--- src/rtl/feedback_scheduler.sv ---
// Sequences one training pass over clause memory: read each masked-in clause,
// hand it to the feedback datapath for one cycle, then write the result back.
module feedback_scheduler #(
    parameter  int CLAUSE_NUM   = 4,
    parameter  int LITERAL_NUM  = 8,
    parameter  int STATE_WIDTH  = 4,
    parameter  int WEIGHT_WIDTH = 8,
    localparam int AW = (CLAUSE_NUM > 1) ? $clog2(CLAUSE_NUM) : 1,
    localparam int SW = LITERAL_NUM * STATE_WIDTH,
    localparam int MW = WEIGHT_WIDTH + SW
) (
    input  logic                    i_clk,
    input  logic                    i_rst,
    input  logic                    i_start,
    input  logic                    i_is_positive_sample,
    input  logic [LITERAL_NUM-1:0]  i_literals,
    input  logic [CLAUSE_NUM-1:0]   i_conjunction_result,
    input  logic [CLAUSE_NUM-1:0]   i_clause_mask,
    output logic                    o_busy,
    output logic                    o_done,
    output logic                    o_mem_rd_en,
    output logic                    o_mem_wr_en,
    output logic [AW-1:0]           o_mem_addr,
    input  logic [MW-1:0]           i_mem_rd_data,
    output logic [MW-1:0]           o_mem_wr_data,
    output logic                    o_fb_en,
    output logic                    o_fb_is_positive,
    output logic                    o_fb_match,
    output logic [LITERAL_NUM-1:0]  o_fb_actions,
    output logic [LITERAL_NUM-1:0]  o_fb_literals,
    output logic [SW-1:0]           o_fb_state_in,
    output logic [WEIGHT_WIDTH-1:0] o_fb_weight_in,
    input  logic [SW-1:0]           i_fb_state_out,
    input  logic [WEIGHT_WIDTH-1:0] i_fb_weight_out
);

    // state | meaning
    // IDLE  | waiting for start; done pulses here for one cycle after a pass
    // SCAN  | current clause masked out; skip it or end the pass
    // READ  | clause memory read strobe for clause c
    // LOAD  | read data captured into the operand registers
    // APPLY | feedback datapath enabled for clause c
    // WRITE | datapath result written back to clause c
    typedef enum logic [2:0] {
        S_IDLE, S_SCAN, S_READ, S_LOAD, S_APPLY, S_WRITE
    } state_t;

    localparam logic [AW-1:0] LAST = AW'(CLAUSE_NUM - 1);

    state_t                  r_state;
    logic [AW-1:0]           r_c;
    logic                    r_busy;
    logic                    r_done;
    logic                    r_mem_rd_en;
    logic                    r_mem_wr_en;
    logic                    r_fb_en;
    logic                    r_pos;
    logic [LITERAL_NUM-1:0]  r_lits;
    logic [CLAUSE_NUM-1:0]   r_conj;
    logic [CLAUSE_NUM-1:0]   r_mask;
    logic [SW-1:0]           r_state_op;
    logic [WEIGHT_WIDTH-1:0] r_weight_op;
    logic [AW-1:0]           w_c_next;
    logic [LITERAL_NUM-1:0]  w_actions;

    assign w_c_next = r_c + AW'(1);

    // Transitions into the next clause look ahead at its mask bit so a
    // masked-in clause costs exactly READ/LOAD/APPLY/WRITE with no SCAN cycle.
    always_ff @(posedge i_clk) begin
        if (i_rst) begin
            r_state     <= S_IDLE;
            r_c         <= '0;
            r_busy      <= 1'b0;
            r_done      <= 1'b0;
            r_mem_rd_en <= 1'b0;
            r_mem_wr_en <= 1'b0;
            r_fb_en     <= 1'b0;
            r_pos       <= 1'b0;
            r_lits      <= '0;
            r_conj      <= '0;
            r_mask      <= '0;
            r_state_op  <= '0;
            r_weight_op <= '0;
        end else begin
            r_done      <= 1'b0;
            r_mem_rd_en <= 1'b0;
            r_mem_wr_en <= 1'b0;
            r_fb_en     <= 1'b0;
            case (r_state)
                S_IDLE: begin
                    if (i_start) begin
                        r_pos  <= i_is_positive_sample;
                        r_lits <= i_literals;
                        r_conj <= i_conjunction_result;
                        r_mask <= i_clause_mask;
                        r_c    <= '0;
                        r_busy <= 1'b1;
                        if (i_clause_mask[0]) begin
                            r_state     <= S_READ;
                            r_mem_rd_en <= 1'b1;
                        end else begin
                            r_state <= S_SCAN;
                        end
                    end
                end
                S_SCAN: begin
                    if (r_mask[r_c]) begin
                        r_state     <= S_READ;
                        r_mem_rd_en <= 1'b1;
                    end else if (r_c == LAST) begin
                        r_state <= S_IDLE;
                        r_busy  <= 1'b0;
                        r_done  <= 1'b1;
                    end else begin
                        r_c <= w_c_next;
                        if (r_mask[w_c_next]) begin
                            r_state     <= S_READ;
                            r_mem_rd_en <= 1'b1;
                        end else begin
                            r_state <= S_SCAN;
                        end
                    end
                end
                S_READ: r_state <= S_LOAD;
                S_LOAD: begin
                    {r_weight_op, r_state_op} <= i_mem_rd_data;
                    r_fb_en                   <= 1'b1;
                    r_state                   <= S_APPLY;
                end
                S_APPLY: begin
                    r_mem_wr_en <= 1'b1;
                    r_state     <= S_WRITE;
                end
                S_WRITE: begin
                    if (r_c == LAST) begin
                        r_state <= S_IDLE;
                        r_busy  <= 1'b0;
                        r_done  <= 1'b1;
                    end else begin
                        r_c <= w_c_next;
                        if (r_mask[w_c_next]) begin
                            r_state     <= S_READ;
                            r_mem_rd_en <= 1'b1;
                        end else begin
                            r_state <= S_SCAN;
                        end
                    end
                end
                default: r_state <= S_IDLE;
            endcase
        end
    end

    always_comb begin
        w_actions = '0;
        for (int i = 0; i < LITERAL_NUM; i++) begin
            w_actions[i] = r_state_op[i*STATE_WIDTH + STATE_WIDTH - 1];
        end
    end

    assign o_busy           = r_busy;
    assign o_done           = r_done;
    assign o_mem_rd_en      = r_mem_rd_en;
    assign o_mem_wr_en      = r_mem_wr_en;
    assign o_mem_addr       = r_c;
    // Datapath results are only meaningful during the write cycle.
    assign o_mem_wr_data    = r_mem_wr_en ? {i_fb_weight_out, i_fb_state_out} : '0;
    assign o_fb_en          = r_fb_en;
    assign o_fb_is_positive = r_pos;
    assign o_fb_match       = r_conj[r_c];
    assign o_fb_actions     = w_actions;
    assign o_fb_literals    = r_lits;
    assign o_fb_state_in    = r_state_op;
    assign o_fb_weight_in   = r_weight_op;

endmodule

--- config.mk ---
export PLATFORM = sky130hd
export DESIGN_NAME = feedback_scheduler
export DESIGN_NICKNAME = d
export VERILOG_FILES = /design/src/rtl/feedback_scheduler.sv
export SDC_FILE = /design/constraint.sdc
export NUM_CORES = 1
export LEC_CHECK = 0
export CORE_MARGIN = 5
export CORE_UTILIZATION = 35
export DETAILED_ROUTE_END_ITERATION = 10
export GPL_TIMING_DRIVEN = 0
export PLACE_DENSITY = 0.84
export SETUP_SLACK_MARGIN = 0.3
export SYNTH_ARGS = -nofsm -noshare
export SYNTH_HDL_FRONTEND = slang
export SYNTH_SLANG_ARGS = --single-unit
--- constraint.sdc ---
create_clock -name i_clk -period 1.8 [get_ports i_clk]
set_clock_uncertainty 0.1 [all_clocks]
set_input_delay 0.27 -clock i_clk [delete_from_list [all_inputs] [get_ports i_clk]]
set_output_delay 0.27 -clock i_clk [all_outputs]
set_load 0.02 [all_outputs]
---- Yosys cells after proc, flatten, opt, wreduce, memory -nomap -nowiden ----
Index checks and enable logic that the tools add are counted.
word-level totals
  flip-flop bits (word level) ............. 67
  input port bits ......................... 100
cells by class
  add/subtract/negate cells ............... 1
  $lt $le $gt $ge ......................... 2
  equal/unequal tests ..................... 8
  muxes and demuxes ....................... 32
  reduce and logical (&&, ||, !) cells .... 4
operators by type and width
  kind                   count
  $mux W40               1
  $pmux W3 S6            1
  $mux W1                15
  $mux W2                7
  $bmux W1 S2            3
  $eq A3 B2 Y1 const B   2
  $eq A3 B3 Y1 const B   2
  $lt A2 B3 Y1 const B   2
  $pmux W1 S3            2
  $pmux W2 S3            1
  $ne A2 B2 Y1 const B   2
  $eq A3 B1 Y1 const B   1
  $logic_not A3 Y1       1
  $mux W3                1
  $reduce_and A3 Y1      1
  $reduce_bool A3 Y1     1
  $add A2 B1 Y2 const B  1
  $eq A2 B2 Y1 const B   1
  $pmux W1 S2            1
  $reduce_and A2 Y1      1

---- Depth between registers and ports, before layout ----
Gate-level depths: netlist of run 1.
  depth in word-level cells ............... 7
  depth in mapped cells ................... 6

---- Worst setup path after synthesis of run 1 ----
OpenSTA, ideal clock, no wires.
  path kind ............................... register to register
  from .................................... register r_c[0] (netlist: o_mem_addr[0])
  to ...................................... register r_c[0] (netlist: o_mem_addr[0])
  library setup time ...................... 72 ps
  data arrival time ....................... 1,571 ps
  slack ................................... 57 ps
  cell stages (with the launch flop) ...... 4
  clock period less this slack ............ 1,743 ps
  path through ............................ dfxtp_1 -> mux4_2 -> a21oi_1 -> mux2i_1
between the ends
  longest elaborated chain between the ends .. 4
  elaborated cells on any way between the ends .. 9
  classes of those cells .................. add/sub: 1; eq/ne: 2; mux: 5; reduce/logical: 1
RTL lines
  item                                              line           RTL
  from (decl)                                       51             logic [AW-1:0] r_c;
  from (signal assigned)                            116            r_c <= w_c_next;
  from (signal assigned)                            141            r_c <= w_c_next;
  $add A2 B1 Y2 (tied with other cells)             66             assign w_c_next = r_c + AW'(1);
  $mux W2 or $mux W1 (tied branches)                111, 136, 108
  $mux W2 or $ne A2 B2 Y1 (tied branches)           --
  $pmux W2 S3 or $reduce_and A3 Y1 (tied branches)  --
Parallel ways exist; a longest one is shown, timed or not. The select of a mux whose other input is x is not followed.
A chain may end at the register's enable or synchronous reset.

---- Worst setup path after layout of run 1 ----
  from .................................... register r_c[0] (netlist: o_mem_addr[0])
  to ...................................... output port o_fb_match
between the ends
  longest elaborated chain between the ends .. 2
RTL lines
  item                           line  RTL
  $bmux W1 S2                    171   assign o_fb_match = r_conj[r_c];
  $mux W1 (not written as such)  171
  to (decl)                      28    output logic o_fb_match,
Every way passes these cells. The select of a mux whose other input is x is not followed.

==> results of run 1 <==
[logic make-up after synthesis]
group,share of synthesized area
and+or+nand+nor,0.2907
muxes,0.03342
DFF,0.4714
adders and majority gates,0.004397
buffers and inverters,0.07124
AOI/OAI and AO/OA,0.1289
[timing repair]
item,4_1_cts,5_1_grt
setup buffers,14,3
endpoints found under the setup margin,168,115
gates resized for setup,415,155
pin swaps,31,24
gates cloned,6,5
[final cells by class]
cell class              instances  area (um2)  area share
inverters                       3       15.01    0.002418
clock inverters                 6       68.82     0.01108
flip-flops and latches         67        1353      0.2179
plain buffers                  34       334.1     0.05381
multi-input cells             250        1765      0.2844
clock buffers                  10       148.9     0.02398
well taps                     102       127.6     0.02056
repair buffers                232        2396      0.3859
[per-stage QoR]
stage | hold slack (ns) | total power, W
2_1_floorplan | 0.2490 | 0.001998
6_report | 0.2456 | 0.004085
4_1_cts | 0.3544 | 0.003891
3_3_place_gp | 0.3389 | 0.002410
3_5_place_dp | 0.3470 | 0.002428
5_1_grt | 0.2481 | 0.004249
[metal layers]
metal / vias up / global-route usage
li1: 1632 / -
met1: 1663 / 0.2185
met2: 168 / 0.4210
met3: 14 / 0.08548
met4: 0 / 0.07150
met5: - / 0
[sequential cells by signal (all words and copies together), names as in the netlist, 2 cells and up]
register        flops
o_fb_literals       8
o_fb_state_in      32
o_fb_weight_in      8
o_mem_addr          2
r_conj              4
r_mask              4
r_state             3
[Yosys cell counts]
master	n	share of area
nand2_1	117	0.15
dfxtp_1	67	0.47
a21oi_1	60	0.11
and2_1	40	0.088
clkbuf_1	16	0.021
buf_4	9	0.024
buf_2	6	0.011
nor2_1	5	0.0066
nand3b_1	4	0.011
buf_6	3	0.012
inv_1	3	0.0040
mux2i_1	2	0.0070
mux4_1	2	0.018
o21ai_0	2	0.0035
a211o_1	1	0.0031
a21oi_2	1	0.0031
a22oi_1	1	0.0026
a311oi_1	1	0.0031
and3b_1	1	0.0031
and4b_1	1	0.0035
ha_1	1	0.0044
mux4_2	1	0.0079
nand3_1	1	0.0018
nor2b_1	1	0.0022
nor4_1	1	0.0022
nor4b_4	1	0.0084
o22ai_1	1	0.0022
o31ai_1	1	0.0026
o41ai_1	1	0.0031
or2_2	1	0.0022
or3b_1	1	0.0031
or4b_4	1	0.0048
[power by group through the flow]
stage	registers, W	logic, W	clock network, W
5_1_grt	0.00163	0.00117	0.00144
3_5_place_dp	0.00164	0.000791	0
3_3_place_gp	0.00163	0.000777	0
2_1_floorplan	0.00170	0.000303	0
6_report	0.00162	0.00111	0.00135
4_1_cts	0.00161	0.000909	0.00137
[placed cells by master, fill, tap and decap left out, types with 3 or more instances in the layout]
master           Yosys  layout
mux4_2               1       3
dfxtp_2              0       3
buf_2                6       3
a21oi_1             60      29
buf_6                3      58
clkdlybuf4s50_1      0      98
a21oi_2              1      30
dfxtp_1             67      62
nand2_2              0      19
nand2_4              0      21
dlygate4sd2_1        0      53
clkbuf_8             0       9
clkbuf_2             0      12
nor2_1               5       5
buf_4                9      16
clkbuf_16            0       6
nand3b_1             4       4
and2_4               0      40
buf_8                0      13
nand2_1            117      77
[path summary, 6_finish.rpt]
| check | startpoint | to | slack, ns | depth (start not counted) |
|---|---|---|---|---|
| setup / recovery | o_mem_addr[0] | o_fb_match | 0.05 | 2 |
| hold / removal | i_start | r_state[0] | 0.25 | 3 |
| setup reg to reg | o_mem_addr[0] | r_state[1] | 0.07 | 4 |
| hold reg to reg | o_fb_state_in[18] | o_fb_state_in[18] | 0.36 | 2 |
[tightest hold or removal path: cells and delay by family]
kind	cells	cell delay (ns)
AOI/OAI and AO/OA	2	0.22
buffers and inverters	1	0.14
==> impl_metrics.yaml, run 1 <==
power:
  power_frac_seq: 0.397
  p_comb_frac: 0.272
  p_clk_frac: 0.330
  ir_drop_mv: 0.7019
  power.internal_w: 0.002893
  leakagePower_nw: 2.737
  p_sw_frac: 0.2918
  pwr_density_cell_nw_per_um2: 658.0
  p_sw_w: 0.001192
routing:
  ant_nets: 0
  wirelength_um: 13190
  dr_wl_met3_um: 1165
  top_layer: "met4"
  drc: 0
  wl_met2_um: 7124
  num_vias: 3477
  route.detailed.wl_per_inst_um: 18.73
  via_per_inst: 4.939
  drt_iter0_drc: 121
  wl_met1_um: 4661
  drtPass1Iterations: 4
floorplanning:
  core_area_um2: 7807
  initial_core_util: 0.3644
  die_w_um: 100.2
  rows: 32
  die_y_um: 100.2
  io_pins: 205
  dieArea_um2: 10030
cts:
  cts.path.max_buffers: 2
  cts_tree: "built"
  ctsHtreeMaxLevel: 3
  ctsHoldBuffers: 0
  path_clk_slew_ns: 0.08
  insertion_delay_ns: 0.33
  cts_buffers: 9
  clock-sinks: 67
  root_buffer: "clkbuf_8"
timing:
  rsz0062_at_grt: "true"
  slew_headroom: 0.5722
  period_share: 0.9744
  finalHoldViolations: 0
  tightest_slew_ns: 0.6417
  max_freq_ghz: 0.5702
  setup_viol: 0
  finalMaxSlewViolations: 0
  worst_slack_ns: 0.04611
  min_period_ns: 1.754
  finalSetupTns_ns: 0
final_layout:
  antenna_cells: 0
  layoutNonFillerInstCount: 704
  filler_cell_count: 478
  area_growth_pct: 118.2
  layout.nets: 698
  post-route-util: 0.7952
  drive_gt1_frac: 0.4236
  final_area_um2: 6208
placed_design:
  placed_area_um2: 5026
  place_ws_ns: -0.2108
  hpwlAfterDp_um: 8042
  globalplace.congestion: 0.8746
  portBuffers: 204
  numPlacedInstances: 660
synthesis:
  syn-cell-area_um2: 2845
  synth_cell_type_count: 32
  syn_nets: 455
  synth_seq_cells: 67
  avgSynthCellArea_um2: 8.037
  ys_seq_area_frac: 0.4714
  yosysWarnings: 0
  syn_inst: 354
critical_path:
  worstPathRequired_ns: 1.43
  crit_arrival_ns: 1.38
  cp_max_fo: 3
  slowest_stage: "mux4_2"
  worst-path-buf-inv: 1
  cp_top_family: "multiplexers"
  max_stage_delay_ns: 0.52
  path_cells: "mux4_2 > buf_6"
  crit_type: "reg2out"
  start_kind: "flip-flop"
  cp-end-kind: "primary output"
flow_run:
  cap_viol_max_count: 0
min_path:
  hold_path.class: "in2reg"
global_routing:
  grt_pass1_wl_um: 17440
  grt_util_all_layers: 0.2216
  grt_max_degree: 14
  grt-ovfl-total: 0
  first_global_vias: 3473
  antenna_found_initial: 0
run_status:
  status: "complete, no violations"
No activity file was read; power rests on OpenSTA's default activity.
==> run 2, diff against run 1 <==
--- a/config.mk
+++ b/config.mk
@@ -5,8 +5,9 @@
 export SDC_FILE = /design/constraint.sdc
 export NUM_CORES = 1
 export LEC_CHECK = 0
-export CORE_MARGIN = 5
+export CAP_MARGIN = 15
 export CORE_UTILIZATION = 35
+export CTS_CLUSTER_SIZE = 20
 export DETAILED_ROUTE_END_ITERATION = 10
 export GPL_TIMING_DRIVEN = 0
 export PLACE_DENSITY = 0.84
==> impl_metrics.yaml, run 2 (same netlist as run 1, synthesis figures left out) <==
run_status:
  status: "complete, no violations"
final_layout:
  post-route-util: 0.7540
  filler_cell_count: 557
  largest_reg_flops: 32
  antenna_cells: 0
  layout.nets: 693
  multi_input_area_um2: 1594
  drive_gt1_frac: 0.3501
  regArea_um2: 1353
  final_common_cell: "nand2_1"
  area_growth_pct: 106.9
  final_cell_mix: "100 x nand2_1, 98 x clkdlybuf4s50_1, 62 x dfxtp_1"
power:
  p_sw_w: 0.001141
  power_frac_seq: 0.412
  p_clk_frac: 0.327
  ir_drop_mv: 0.5206
  p_sw_frac: 0.2893
  leakagePower_nw: 2.624
  finalPower_w: 0.003944
  pwr_density_cell_nw_per_um2: 669.9
  p_comb_frac: 0.261
  power.internal_w: 0.002803
cts:
  path_clk_slew_ns: 0.08
  cts.path.max_buffers: 2
  root_buffer: "clkbuf_8"
  cts_tree: "built"
  ctsHtreeMaxLevel: 3
  insertion_delay_ns: 0.34
  clock-sinks: 67
  cts_buffers: 9
critical_path:
  r2r_start: "o_mem_addr[0]"
  worstPathRequired_ns: 1.43
  start_kind: "flip-flop"
  crit_type: "reg2out"
  cp_max_fo: 3
  crit_arrival_ns: 1.36
  cp-end-kind: "primary output"
  r2r_cells: 4
  r2r_slack_ns: 0.10
  r2r_end: "r_state[0]"
placed_design:
  hpwlAfterDp_um: 7707
  globalplace.congestion: 0.8395
  portBuffers: 204
routing:
  top_layer: "met4"
  ant_nets: 0
  drtPass1Iterations: 4
  num_vias: 3408
  drc: 0
  wl_met1_um: 4397
  via_per_inst: 4.876
  wl_met2_um: 6511
  wirelength_um: 12200
  drt_iter0_drc: 108
  dr_wl_met3_um: 888
  route.detailed.wl_per_inst_um: 17.45
timing:
  setup_viol: 0
  period_share: 0.9630
  slew_headroom: 0.6887
  finalHoldViolations: 0
  finalSetupTns_ns: 0
  finalMaxSlewViolations: 0
  tightest_slew_ns: 0.4609
  min_period_ns: 1.733
  rsz0062_at_grt: "true"
  max_freq_ghz: 0.5769
flow_run:
  cap_viol_max_count: 0
min_path:
  min_from: "i_start"
  holdPathEnd: "r_state[0]"
  hold_depth: 3
  hold_path.class: "in2reg"
global_routing:
  first_global_vias: 3393
  grt_util_all_layers: 0.2523
  antenna_found_initial: 0
  grt-ovfl-total: 0
  grt_pass1_wl_um: 16350
  grt_max_degree: 13
floorplanning:
  core_area_um2: 7807
  dieArea_um2: 8493
  initial_core_util: 0.3644
  rows: 32
  die_y_um: 92.16
  io_pins: 205
  die_w_um: 92.16
==> run 2: changes by cell type in the layout (fill, tap and decap cells not counted), sizes merged <==
cell / previous run / this run
dlymetal6s2s: 1 / 0
clkdlybuf4s15: 3 / 4
buf: 93 / 87
dlygate4sd2: 53 / 54
==> run 2: worst max-delay path: stages, from the launching register on <==
cell and delay (ns):
dfxtp_4 0.37, mux4_2 0.50, buf_6 0.15
==> run 2: timing repair <==
item,in CTS,in global routing
pin swaps,26,7
resized for setup,394,107
endpoints found under the setup margin,168,114
buffers inserted,16,4
cloned,2,1
hold buffers,0,0
==> run 2: power by group through the flow <==
stage          registers, W  logic (W)  clock network, W
2_1_floorplan       0.00170   0.000303                 0
3_3_place_gp        0.00163   0.000779                 0
3_5_place_dp        0.00164   0.000791                 0
4_1_cts             0.00161   0.000928           0.00131
5_1_grt             0.00163    0.00109           0.00139
6_report            0.00162    0.00103           0.00129
==> run 2: final cells by class <==
cell class / instances / area share
inverters: 3 / 0.001913
multi-input cells: 250 / 0.2708
clock buffers: 10 / 0.02338
flip-flops and latches: 67 / 0.2298
repair buffers: 227 / 0.3885
clock inverters: 6 / 0.01084
well taps: 102 / 0.02168
plain buffers: 34 / 0.05313
==> run 2: through the flow <==
step,instance area (um2),std cells,hold WS (ns),setup slack [ns]
detailed placement,5026,660,0.3474,-0.2276
global placement,5026,660,0.3383,-0.1943
global route,5887,699,0.3391,0.02882
floorplan,2856,354,0.2490,0.2943
CTS,5585,694,0.2989,0.05258
finish,5887,699,0.2979,0.06661
==> run 2: how the worst max path moves through the flow <==
stage	startpoint	endpoint	slack (ns)	cells after the start
2_1_floorplan	o_mem_addr[0]	o_mem_addr[1]	0.29	3
3_3_place_gp	i_start	r_conj[1]	-0.19	5
3_5_place_dp	i_start	o_fb_literals[2]	-0.23	5
4_1_cts	o_mem_addr[0]	o_fb_match	0.05	2
5_1_grt	o_mem_addr[0]	o_fb_match	0.03	2
6_report	o_mem_addr[0]	o_fb_match	0.07	2
==> run 2: routing by layer <==
| layer | up-vias | track usage |
|---|---|---|
| li1 | 1619 | - |
| met1 | 1607 | 0.2499 |
| met2 | 159 | 0.4664 |
| met3 | 23 | 0.08209 |
| met4 | 0 | 0.1289 |
| met5 | - | 0 |
==> edit (flow settings as in run 1) <==
Register the input `i_start` before use. The logic sees it one clock later. The other inputs are not delayed to match.
--- a/src/rtl/feedback_scheduler.sv
+++ b/src/rtl/feedback_scheduler.sv
@@ -48,4 +48,10 @@
     localparam logic [AW-1:0] LAST = AW'(CLAUSE_NUM - 1);
 
+    logic i_start_q;
+
+    always_ff @(posedge i_clk) begin
+        i_start_q <= i_start;
+    end
+
     state_t                  r_state;
     logic [AW-1:0]           r_c;
@@ -90,5 +96,5 @@
             case (r_state)
                 S_IDLE: begin
-                    if (i_start) begin
+                    if (i_start_q) begin
                         r_pos  <= i_is_positive_sample;
                         r_lits <= i_literals;
Formal check against the unedited RTL: not equivalent (Yosys sat finds a counterexample within 4 cycles, from zero or initial values and one cycle with i_rst high).
==> edit against run 1 <==
Worst setup slack gained 0.040 ns. Power fell by 5.0%. Area after synthesis increased by 0.70%. Cell area down 6.7%. Sequential cell count grew 1. Routed wire length shrank 8.6%. Sequential share of layout area increased by 1.9 points.
==> edit: results (changes against run 1) <==
Parameter                              Value

Outcome
  Status ... complete, no violations (unchanged)

Cells and area
  Clock buf count ... 12 (was 10)
  Share of final-layout standard cells stronger than drive strength 1 ... 32.88% (was 42.36%)
  Multi-input gate share of the layout cell area ... 26.96% (was 28.44%)
  Portion of the layout cell area used by non-clock buffers ... 43.42% (was 43.97%)
  Filler Cells Inserted ... 628 (was 478)
  Clock buffer and inverter area fraction after layout ... 3.476% (was 3.507%)
  Sequential cell count of the final layout ... 68 (was 67)
  Register area ... 1373 sq um (was 1353 sq um)
  Non-clock buffer count ... 256 (was 266)

Logic synthesis
  Mux share of post-synthesis cell area ... 3.319% (was 3.342%)
  Cells taking the most area after synthesis ... sky130_fd_sc_hd__dfxtp_1 48%, sky130_fd_sc_hd__nand2_1 15%, sky130_fd_sc_hd__a21oi_1 10%, sky130_fd_sc_hd__and2_1 8.7%, sky130_fd_sc_hd__buf_4 2.4% (was sky130_fd_sc_hd__dfxtp_1 47%, sky130_fd_sc_hd__nand2_1 15%, sky130_fd_sc_hd__a21oi_1 11%, sky130_fd_sc_hd__and2_1 8.8%, sky130_fd_sc_hd__buf_4 2.4%)
  Post-synthesis average cell area ... 8.071 sq um (was 8.037 sq um)
  Synth Area in Adders ... 0.4367% (was 0.4398%)
  Net Count, Synth ... 456 (was 455)

Place
  Pre-CTS worst setup slack ... -0.1714 ns (was -0.2108 ns)
  Dpl cells ... 664 (was 660)
  Final HPWL DP ... 8.480 mm (was 8.042 mm)
  Cell area after placement ... 5050 sq um (was 5026 sq um)
  Final weighted congestion in routability-driven placement ... 0.8626 (was 0.8746)

STA
  Relative slew margins ... 67.20% (was 57.22%)
  Post-route setup slack ... 0.08659 ns (was 0.04611 ns)
  Final hold slack ... 0.2950 ns (was 0.2456 ns)

Pwr
  Worst IR drop on VDD ... 0.0005298 V (was 0.0007019 V)
  Logic gate share of total power ... 24.7% (was 27.2%)
  Static leakage ... 2.568 nW (was 2.737 nW)

Drt
  Total length of routed met2 wires ... 6.329 mm (was 7.124 mm)
  Via Count ... 3305 (was 3477)
  Vias per std cell ... 4.735 (was 4.939)
  Post-Route WL ... 12.05 mm (was 13.19 mm)
  Met3 Wirelength ... 1.146 mm (was 1.165 mm)

Setup path
  Minimum setup slack among reg-to-reg paths ... 0.12 ns (was 0.07 ns)
  Arrival time of the worst setup path ... 1.34 ns (was 1.38 ns)

Global route
  Global router's overall resource usage ... 21.62% (was 22.16%)
  Grt met2 use ... 38.89% (was 42.10%)
  GR Util met1 ... 22.41% (was 21.85%)
  Number of global-route vias before repair ... 3199 (was 3473)

Min path
  End point of the most critical hold path ... i_start_q$_DFF_P_ (was r_state[0]$_SDFFE_PP0P_)

Die
  Total number of placement rows ... 33 (was 32)
## edit: changes by cell type after synthesis
cell,change
sky130_fd_sc_hd__dfxtp_1,+1
## edit: worst max path at each step
stage / endpoint / depth (start not counted)
after global placement: o_fb_state_in[31]$_SDFFE_PP0P_ / 4
after floorplan: o_mem_addr[1]$_SDFFE_PP0P_ / 3
final: o_fb_match / 2
after global routing: o_fb_match / 2
after CTS: o_fb_match / 2
after detailed placement: o_fb_weight_in[4]$_SDFFE_PP0P_ / 4
## edit: worst max-delay path, stage by stage (launching register included)
cell	delay, ns
sky130_fd_sc_hd__dfxtp_4	0.37
sky130_fd_sc_hd__mux4_2	0.50
sky130_fd_sc_hd__buf_6	0.15
## edit: repair_timing
action / in CTS / in global routing
gates resized for setup: 361 / 115
setup endpoints to repair: 168 / 112
gates cloned: 3 / 3
setup buffers: 9 / 3
pin swaps: 28 / 6
